File: src/rtl/riscv_defines.sv
// Shared definitions for the core's memory-side blocks: arbiter state
// encoding, the reset-time instruction word and an address helper.
package riscv_defines;

    typedef enum logic [1:0] {
        IDLE    = 2'd0,
        DATA    = 2'd1,
        FETCH   = 2'd2,
        RELEASE = 2'd3
    } MemArbState_t;

    // addi x0, x0, 0 -- harmless word presented to decode before the first fetch
    localparam logic [31:0] NOP_INSTR = 32'h0000_0013;

    function automatic logic [31:0] wordAlign(input logic [31:0] addr);
        return {addr[31:2], 2'b00};
    endfunction

endpackage

File: src/rtl/mem_port_arbiter_if.sv
// Datapath-side and bus-side signals of the shared memory port.
// master = the arbiter, slave = the datapath/memory environment around it.
interface mem_port_arbiter_if;
    logic [31:0] imem_addr;
    logic [31:0] imem_rdata;
    logic [31:0] dmem_addr;
    logic [31:0] dmem_wdata;
    logic [3:0]  dmem_wmask;
    logic        dmem_rd;
    logic [31:0] dmem_rdata;
    logic        halt;

    logic        mem_valid;
    logic [31:0] mem_addr;
    logic [31:0] mem_wdata;
    logic [3:0]  mem_wstrb;
    logic [31:0] mem_rdata;
    logic        mem_ready;

    modport master (
        input  imem_addr, dmem_addr, dmem_wdata, dmem_wmask, dmem_rd,
        input  mem_rdata, mem_ready,
        output imem_rdata, dmem_rdata, halt,
        output mem_valid, mem_addr, mem_wdata, mem_wstrb
    );

    modport slave (
        output imem_addr, dmem_addr, dmem_wdata, dmem_wmask, dmem_rd,
        output mem_rdata, mem_ready,
        input  imem_rdata, dmem_rdata, halt,
        input  mem_valid, mem_addr, mem_wdata, mem_wstrb
    );
endinterface

File: src/rtl/mem_port_arbiter.sv
// Single-bus arbiter: each instruction does an optional data access, then
// the next fetch, while the pipeline is frozen until a one-cycle RELEASE.
module mem_port_arbiter
    import riscv_defines::*;
#(
    parameter logic [31:0] RESET_ADDR = 32'h0
) (
    input  logic                  clk,
    input  logic                  resetn,
    mem_port_arbiter_if.master    bus
);

    MemArbState_t state;
    logic [31:0]  fetchAddr;
    logic [31:0]  dataAddr;
    logic [31:0]  dataWdata;
    logic [3:0]   dataWmask;
    logic         dataRd;
    logic [31:0]  imemRdata;
    logic [31:0]  dmemRdata;

    always_ff @(posedge clk or negedge resetn) begin
        if (!resetn) begin
            state     <= IDLE;
            fetchAddr <= RESET_ADDR;
            dataAddr  <= '0;
            dataWdata <= '0;
            dataWmask <= '0;
            dataRd    <= 1'b0;
            imemRdata <= NOP_INSTR;
            dmemRdata <= '0;
        end else begin
            case (state)
                IDLE: begin
                    fetchAddr <= bus.imem_addr;
                    dataAddr  <= bus.dmem_addr;
                    dataWdata <= bus.dmem_wdata;
                    dataWmask <= bus.dmem_wmask;
                    dataRd    <= bus.dmem_rd;
                    state     <= (bus.dmem_rd || (bus.dmem_wmask != 4'b0)) ? DATA : FETCH;
                end
                DATA: begin
                    if (bus.mem_ready) begin
                        // a store wins over a simultaneous load, so no read data is taken
                        if (dataRd && (dataWmask == 4'b0))
                            dmemRdata <= bus.mem_rdata;
                        state <= FETCH;
                    end
                end
                FETCH: begin
                    if (bus.mem_ready) begin
                        imemRdata <= bus.mem_rdata;
                        state     <= RELEASE;
                    end
                end
                RELEASE: state <= IDLE;
                default: state <= IDLE;
            endcase
        end
    end

    // Bus and halt are pure decodes of registered state and capture registers,
    // so they cannot move while a request waits for mem_ready.
    always_comb begin
        bus.halt      = (state != RELEASE);
        bus.mem_valid = (state == DATA) || (state == FETCH);
        bus.mem_addr  = '0;
        bus.mem_wdata = '0;
        bus.mem_wstrb = '0;
        if (state == DATA) begin
            bus.mem_addr  = wordAlign(dataAddr);
            bus.mem_wdata = dataWdata;
            bus.mem_wstrb = dataWmask;
        end else if (state == FETCH) begin
            bus.mem_addr  = wordAlign(fetchAddr);
        end
    end

    assign bus.imem_rdata = imemRdata;
    assign bus.dmem_rdata = dmemRdata;

endmodule

File: src/flat_wrapper.sv
// flat-port wrapper written by rule: the top's interface ports become plain ports
module mem_port_arbiter_flat import riscv_defines::*;
#(
    parameter logic [31:0] RESET_ADDR = 32'h0
)
  (clk, resetn, bus_imem_addr, bus_dmem_addr, bus_dmem_wdata, bus_dmem_wmask, bus_dmem_rd, bus_mem_rdata, bus_mem_ready, bus_imem_rdata, bus_dmem_rdata, bus_halt, bus_mem_valid, bus_mem_addr, bus_mem_wdata, bus_mem_wstrb);
  mem_port_arbiter_if bus_i ();
  input  logic clk;
  input  logic resetn;
  input wire logic [$bits(bus_i.imem_addr)-1:0] bus_imem_addr;
  input wire logic [$bits(bus_i.dmem_addr)-1:0] bus_dmem_addr;
  input wire logic [$bits(bus_i.dmem_wdata)-1:0] bus_dmem_wdata;
  input wire logic [$bits(bus_i.dmem_wmask)-1:0] bus_dmem_wmask;
  input wire logic [$bits(bus_i.dmem_rd)-1:0] bus_dmem_rd;
  input wire logic [$bits(bus_i.mem_rdata)-1:0] bus_mem_rdata;
  input wire logic [$bits(bus_i.mem_ready)-1:0] bus_mem_ready;
  output wire logic [$bits(bus_i.imem_rdata)-1:0] bus_imem_rdata;
  output wire logic [$bits(bus_i.dmem_rdata)-1:0] bus_dmem_rdata;
  output wire logic [$bits(bus_i.halt)-1:0] bus_halt;
  output wire logic [$bits(bus_i.mem_valid)-1:0] bus_mem_valid;
  output wire logic [$bits(bus_i.mem_addr)-1:0] bus_mem_addr;
  output wire logic [$bits(bus_i.mem_wdata)-1:0] bus_mem_wdata;
  output wire logic [$bits(bus_i.mem_wstrb)-1:0] bus_mem_wstrb;
  assign bus_i.imem_addr = bus_imem_addr;
  assign bus_i.dmem_addr = bus_dmem_addr;
  assign bus_i.dmem_wdata = bus_dmem_wdata;
  assign bus_i.dmem_wmask = bus_dmem_wmask;
  assign bus_i.dmem_rd = bus_dmem_rd;
  assign bus_i.mem_rdata = bus_mem_rdata;
  assign bus_i.mem_ready = bus_mem_ready;
  assign bus_imem_rdata = bus_i.imem_rdata;
  assign bus_dmem_rdata = bus_i.dmem_rdata;
  assign bus_halt = bus_i.halt;
  assign bus_mem_valid = bus_i.mem_valid;
  assign bus_mem_addr = bus_i.mem_addr;
  assign bus_mem_wdata = bus_i.mem_wdata;
  assign bus_mem_wstrb = bus_i.mem_wstrb;
  mem_port_arbiter #(.RESET_ADDR(RESET_ADDR)) u_core (.clk(clk), .resetn(resetn), .bus(bus_i));
endmodule
File: config.mk
export PLATFORM = sky130hd
export DESIGN_NAME = mem_port_arbiter_flat
export DESIGN_NICKNAME = d
export VERILOG_FILES = /design/src/rtl/riscv_defines.sv /design/src/rtl/mem_port_arbiter_if.sv /design/src/rtl/mem_port_arbiter.sv /design/src/flat_wrapper.sv
export SDC_FILE = /design/constraint.sdc
export NUM_CORES = 1
export LEC_CHECK = 0
export ABC_AREA = 1
export ABC_CLOCK_PERIOD_IN_PS = 3800
export CAP_MARGIN = 20
export CORE_MARGIN = 3
export CORE_UTILIZATION = 48
export DETAILED_ROUTE_END_ITERATION = 12
export GPL_ROUTABILITY_DRIVEN = 0
export PLACE_DENSITY = 0.92
export SLEW_MARGIN = 15
export SYNTH_ARGS = -nofsm -noshare
export SYNTH_HDL_FRONTEND = slang
export SYNTH_SLANG_ARGS = --single-unit
File: constraint.sdc
create_clock -name clk -period 3.8 [get_ports clk]
set_input_delay 0.76 -clock clk [delete_from_list [all_inputs] [get_ports clk]]
set_output_delay 0.76 -clock clk [all_outputs]
set_load 0.005 [all_outputs]
==> results of run 1 <==
## cell families (layout without fill, tap and decap cells)
logic type / after synthesis / count (layout) / synth area share
AND/OR/NAND/NOR: 315 / 315 / 0.184
flip-flops: 163 / 163 / 0.578
multiplexers: 32 / 32 / 0.0563
AO/OA/AOI/OAI: 97 / 97 / 0.0740
other: 1 / 2 / 0.000530
buffers and inverters: 158 / 413 / 0.0975
adder cells (fa/ha/maj): 6 / 6 / 0.0106
## cell usage in the layout (no fill, tap or decap)
| cell | n |
|---|---|
| clkdlybuf4s50_1 | 262 |
| nand2_1 | 239 |
| dfrtp_1 | 160 |
| inv_1 | 107 |
| nand3_1 | 65 |
| o21ai_0 | 65 |
| o22ai_1 | 30 |
| mux2_2 | 22 |
| clkbuf_16 | 17 |
| mux2_4 | 10 |
| nor2_1 | 7 |
| buf_4 | 7 |
| ha_1 | 5 |
| clkbuf_1 | 4 |
| clkinv_2 | 4 |
| clkinvlp_4 | 3 |
| dfstp_2 | 3 |
| a21oi_1 | 2 |
| conb_1 | 2 |
| bufinv_16 | 2 |
| buf_12 | 2 |
| nor2_4 | 1 |
| inv_2 | 1 |
| nand2_2 | 1 |
| nor2_8 | 1 |
| nand2_4 | 1 |
| ha_4 | 1 |
| clkbuf_8 | 1 |
| inv_6 | 1 |
| buf_6 | 1 |
| buf_16 | 1 |
## synthesized netlist by cell type, drive strengths merged
master  number  area share
nand2      241        0.13
dfrtp      160        0.57
inv        108       0.057
nand3       65       0.046
o21ai       65       0.046
buf         35       0.032
mux2        32       0.056
o22ai       30       0.027
clkbuf      15      0.0080
nor2         9      0.0081
ha           6       0.011
dfstp        3       0.011
a21oi        2      0.0014
conb         1     0.00053
## final cells by class
type / instances / area share
Clock buffer: 22 / 0.0439
Clock inverter: 10 / 0.0108
Inverter: 108 / 0.0392
Multi-Input combinational cell: 452 / 0.224
Sequential cell: 163 / 0.395
Tap cell: 180 / 0.0218
Timing Repair Buffer: 273 / 0.266
## power groups by stage
stage | Combinational (uW) | Sequential [uW] | Clock [uW]
4_1_cts | 3660 | 2860 | 1680
5_1_grt | 4030 | 2940 | 1770
2_1_floorplan | 1870 | 2830 | 0
3_3_place_gp | 3500 | 2830 | 0
6_report | 3640 | 2860 | 1660
3_5_place_dp | 3620 | 2880 | 0
## per-layer routing
layer | global-route usage | wire, um | up-vias
met3 | 0.0761 | 1760 | 58
met5 | 0 | 0 | -
met4 | 0.111 | 820 | 0
met1 | 0.280 | 7280 | 2915
li1 | - | - | 2900
met2 | 0.405 | 9780 | 286
## state kept, by name, summed over array words and instances (netlist names)
name                   flops
u_core.bus.imem_rdata     32
u_core.dataAddr           30
u_core.dataRd              1
u_core.dataWdata          32
u_core.fetchAddr          30
u_core.bus.dmem_rdata     32
u_core.state               2
u_core.dataWmask           4
## worst paths after layout
check / from / endpoint / slack [ps]
max: u_core.state[1] / bus_mem_addr[19] / 420
min: resetn / u_core.dataAddr[27] / 360
max reg2reg: u_core.state[1] / u_core.bus.dmem_rdata[15] / 1570
min reg2reg: u_core.bus.imem_rdata[1] / u_core.bus.imem_rdata[1] / 460
max in group asynchronous: resetn / u_core.bus.imem_rdata[4] / 2480
min in group clk: u_core.bus.imem_rdata[1] / u_core.bus.imem_rdata[1] / 460
## worst max-delay path, cell delays in order (launching register included)
cell,delay (ps)
dfrtp_1,410
inv_1,120
ha_1,210
inv_1,310
nand2_1,100
buf_4,260
o22ai_1,240
clkdlybuf4s50_1,550
## stage by stage
stage | hold slack, ps | power, uW | std cells
6_report | 358 | 8160 | 1208
5_1_grt | 401 | 8730 | 1208
4_1_cts | 383 | 8200 | 1207
3_5_place_dp | 456 | 6510 | 1175
3_3_place_gp | 452 | 6320 | 1175
2_1_floorplan | 452 | 4700 | 773
==> reports/results.txt, run 1 <==
The flow ran to the end, and the final reports show no timing, DRC or antenna violations. Across the run, the number of max-cap violations was 0. Measured along the x axis, the die boundary spans 127 um. The number of iterations in the first detailed-routing pass came out at 5. The die covers 16,200 um2. Across all layers, the routed design uses 6,159 vias. The number of buffers on the longest clock path is 2, and the hold buffer count at cts is 0. The power share of the combinational group is 0.446. The number of nets in the layout is 1,157, and the sequential fraction of design power is 0.351.

The remaining global-route overflow was 0; the maximum VDD drop was 587 uV. The switching share of total power was 0.342; the depth of the worst register-to-register path was 8. The post-CTS setup repair buffer count is 0, and the pre-CTS setup slack is 846 ps. After clock tree synthesis, the repair step resized 0 gates. The data arrival time at the worst-slack endpoint is 2620 ps, and the sequential-to-total area share from yosys stat is 0.578. The logs give 270 for the number of ports placed on the die boundary and 0 for the antenna diode count. The count of buffers from port buffering was 263. STA classifies the critical path endpoint as a primary output.

In this run the power density over the cells is 789 nW/um2. The netlist uses 22 different library cells. Minimum clock period: 3380 ps. Clock tree synthesis found a total of 163 sinks.

Setup repair after global routing left no endpoint under its margin. The floorplan step set the die height to 127 um. The largest net degree at the start of global routing was 93.

After detailed routing, the number of remaining DRC violations is 0. The first global-routing pass estimated 30.9 mm of wire. The clock root buffer master is clkbuf_16.

The clock arrives with 10.2 ps of skew. The analysis attributes to net switching a power of 2790 uW. The share of cells above drive strength 1 came out at 0.0778. The final routed wire length divided by cell count came out at 16.3 um. For the half-perimeter wire length after detailed placement, the log shows 13.5 mm. The average instance area after synthesis works out to 9.16 um2. Post-synthesis cell count: 772. The number of clock buffers added by TritonCTS is 17. The cell area that synthesis handed to floorplanning was 7070 um2. In this run the worst path has a maximum fanout of 30. STA classifies the critical path startpoint as a register. Fill cells in the final layout number 981. Setup violations remaining at the end of the flow were counted as 0. The tools report the effective utilization at floorplan as 0.500.

The run gives 43 as the floorplan row count. Counting flops and latches in the post-synthesis netlist gives 163. The clock tree synthesis step divided the H-tree into 4 levels. Relative to the synthesized area, the layout overhead comes to 46.4%.

Multi-input combinational cell area: 2310 um2. TritonCTS built the clock tree. The total area inside the core boundary comes to 14,100 um2. The finished cells cover 10,300 um2. Relative slew slack: 0.426. Clock insertion delay at the later pin of the skew report: 420 ps. Clock-pin slew was measured on the worst setup and hold paths at 60 ps. Count of final hold-check violations: 0. The logs give 4080 um2 for the storage element area and 0.731 for the share of the core filled with cells in the final layout. At the pin with the least slew margin, the transition time is 860 ps.

The internal cell power is 5370 uW. Summed over all layers, the routed wires come to 19.6 mm. The max-slew violation count came out at 0. After the first detailed-routing iteration, the DRC count stood at 460. Once placement finished, the instance area stood at 9750 um2. The period utilization is 0.890, and the achievable frequency is 0.296 GHz. The share of power burned in the clock network is 0.203, and the number of nets still failing antenna checks after routing is 0.

STA puts the critical path data required time at 3040 ps. Summed over all cells, the static leakage comes to 0.00507 uW. Total routing usage reported by global routing: 0.240. The worst hold path belongs to the class in2async. For the summed negative setup slack over all endpoints, the log shows 0 ps. Setup slack closes at 420 ps. Yosys printed 0 warnings. The number of antenna violations at the first check in global routing was 0. The critical path is of the reg2out type.

After detailed routing, the number of vias per cell comes to 5.10. The run gives 6,177 as the number of global-route vias before repair.
Power figures use the tool's default switching activity.
==> run 2, diff against run 1 <==
--- a/config.mk
+++ b/config.mk
@@ -12,7 +12,7 @@
 export CORE_UTILIZATION = 48
 export DETAILED_ROUTE_END_ITERATION = 12
 export GPL_ROUTABILITY_DRIVEN = 0
-export PLACE_DENSITY = 0.92
+export PLACE_DENSITY = 0.84
 export SLEW_MARGIN = 15
 export SYNTH_ARGS = -nofsm -noshare
 export SYNTH_HDL_FRONTEND = slang
==> run 2 against run 1 <==
Critical path depth is 1 lower. First-iteration DRC count is 18% lower. Flip-flop and latch count is the same. Count of clock-buffer cells in the layout is 5 higher. Sequential power hardly changed. Critical endpoint is now bus_mem_addr[13].
==> reports/results.txt, run 2 (synthesis results as in run 1) <==
The internal power of the cells totals 5230 uW. The half-perimeter wire length after detailed placement was 13.2 mm. In this run the remaining antenna-violating nets after routing total 0. Buffers placed on the I/O ports in this run total 263. STA puts the critical path data arrival time at 2310 ps.

The sum of routed wire length over all layers came out at 18.9 mm. Initial detailed-routing violation count: 375. The worst hold path belongs to the class in2async. The layout overhead on the synthesized area was 45.7%; the biggest fanout along the worst timing path was 30. Leaving out fill and tap cells, the most frequent cells in the layout are clkdlybuf4s50_1, nand2_1, dfrtp_1. The run gives 30.0 mm as the first-pass GRT wire length.

The multi-input combinational cell area is 2310 um2. The tree built by TritonCTS fans out to 163 sinks. The clock insertion delay at the later pin of the skew report is 420 ps, and the width of the die is 127 um. The max-slew violation count was 0; the routed via count was 5,997. After filler insertion, the fill cell instance count of the layout stands at 1,038. The tools report the filler-free cell count of the finished design as 1,210. For the relative slew slack, the log shows 0.649. The clock slew seen by the registers of the worst setup and hold paths was 60 ps. Period utilization: 0.808. The finished cells cover 10,300 um2. The share of cells above drive strength 1 is 0.0748. The critical path is of the reg2out type. TritonCTS built the clock tree.

The number of global-route vias before repair is 5,903, and the overall die height is 127 um. Clock root buffer master: clkbuf_16. The tools report the total leakage power as 0.00504 uW. The library cell used most frequently in the layout, excluding fill and tap cells, is clkdlybuf4s50_1. The H-tree level count was 4; the switching share of total power was 0.340. Registers take 4080 um2.

The vias per cell is 4.96. The logs give 9770 um2 for the cell area reported after detailed placement and 7 for the number of iterations in the first detailed-routing pass. Global routing finished with a remaining overflow of 0.

Sequential fraction of design power: 0.360. The transition at the pin with the smallest max-transition slack works out to 527 ps. The count of final hold-check violations is 0. The setup check on the worst reg-to-reg path leaves a slack of 1420 ps. The total routing usage reported by global routing was 0.233; the post-CTS setup repair buffer count was 0. The launching element type of the critical path is a register. The maximum VDD drop came out at 443 uV. The tools report the net switching power as 2700 uW.

The logs give 0 ps for the summed negative setup slack over all endpoints and 0 for the post-cts repair resize count. Power spread over the standard cell area amounts to 769 nW/um2. For the final database, setup skew stands at 11.1 ps. In this run the deepest clock path goes through 2 buffers. Entering global routing, the biggest net connects 127 pins. The kind of capture point of the worst setup path is a primary output. The power share of the combinational group is 0.453. For the number of antenna violations at the first check in global routing, the log shows 0. The achievable frequency came out at 0.326 GHz.

The area inside the core boundary is 14,100 um2, and the number of ports placed on the die boundary is 270. The tools report the effective utilization at floorplan as 0.500. The run gives 0 as the number of max-capacitance violations reported. Setup repair after global routing left no endpoint under its margin. In the routed design, unresolved DRC markers number 0. For the number of nets in the layout, the log shows 1,159. Dividing the detail-routed wire length by the instance count gives 15.6 um. Hold repair after CTS inserted 0 buffers. The minimum clock period came out at 3070 ps.

The run gives 1,177 as the placed cell count. For the share of power burned in the clock network, the log shows 0.188. Row generation in the floorplan step produced 43 rows. The critical path data required time came out at 3040 ps.

The number of clock buffers added by TritonCTS is 17. Setup violations remaining at the end of the flow were counted as 0. The flow ran to the end, and the final reports show no timing, DRC or antenna violations. The floorplan die area was 16,200 um2; the antenna diode count was 0.
## run 2: cell count changes in the layout (fill, tap and decap cells not counted), sizes merged
| cell | change |
|---|---|
| bufinv | -2 |
| clkbuf | +5 |
| clkinv | -1 |
| buf | +2 |
| clkinvlp | -1 |
| inv | -1 |
## run 2: layout make-up
class / count / share of cell area
tap: 180 / 0.0219
timing repair buffer: 275 / 0.269
clock inverter: 5 / 0.00328
clock buffer: 27 / 0.0459
inverter: 108 / 0.0393
multi-input combinational: 452 / 0.225
sequential: 163 / 0.396
## run 2: power groups by stage
stage / sequential [uW] / combinational, uW / clock [uW]
CTS: 2850 / 3640 / 1530
global route: 2920 / 3980 / 1600
global placement: 2840 / 3530 / 0
detailed placement: 2880 / 3600 / 0
floorplan: 2830 / 1870 / 0
finish: 2850 / 3590 / 1490
## run 2: layer usage
layer | part of all wire | wire length, um | GRT usage | up-vias
met4 | 0.027 | 512 | 0.0902 | 0
met2 | 0.48 | 9080 | 0.376 | 265
li1 | - | - | - | 2902
met3 | 0.097 | 1840 | 0.0757 | 37
met5 | 0 | 0 | 0 | -
met1 | 0.39 | 7450 | 0.293 | 2793
## run 2: critical path, stage by stage, from the launching register on
cell and delay, ps:
dfrtp_1 430, inv_1 150, ha_1 190, inv_1 50, buf_4 240, o22ai_1 260
clkdlybuf4s50_1 570
## run 2: worst paths after layout
kind                            cells after the start                        end                startpoint
worst max-delay path                                6           bus_mem_addr[13]           u_core.state[1]
worst min-delay path                                1       u_core.fetchAddr[27]                    resetn
worst max register to register                      8  u_core.bus.dmem_rdata[14]           u_core.state[1]
worst min register to register                      2   u_core.bus.imem_rdata[4]  u_core.bus.imem_rdata[4]
max in group asynchronous                           3       u_core.dataWdata[20]                    resetn
min in group clk                                    2   u_core.bus.imem_rdata[4]  u_core.bus.imem_rdata[4]
## run 2: stage by stage
step | total power (uW) | hold WS [ps] | setup slack (ps) | util
global route | 8510 | 260 | 572 | 0.728
detailed placement | 6480 | 457 | 1190 | 0.690
global placement | 6370 | 452 | 1190 | 0.690
CTS | 8010 | 467 | 712 | 0.726
floorplan | 4700 | 452 | 1890 | -
finish | 7930 | 247 | 729 | 0.728
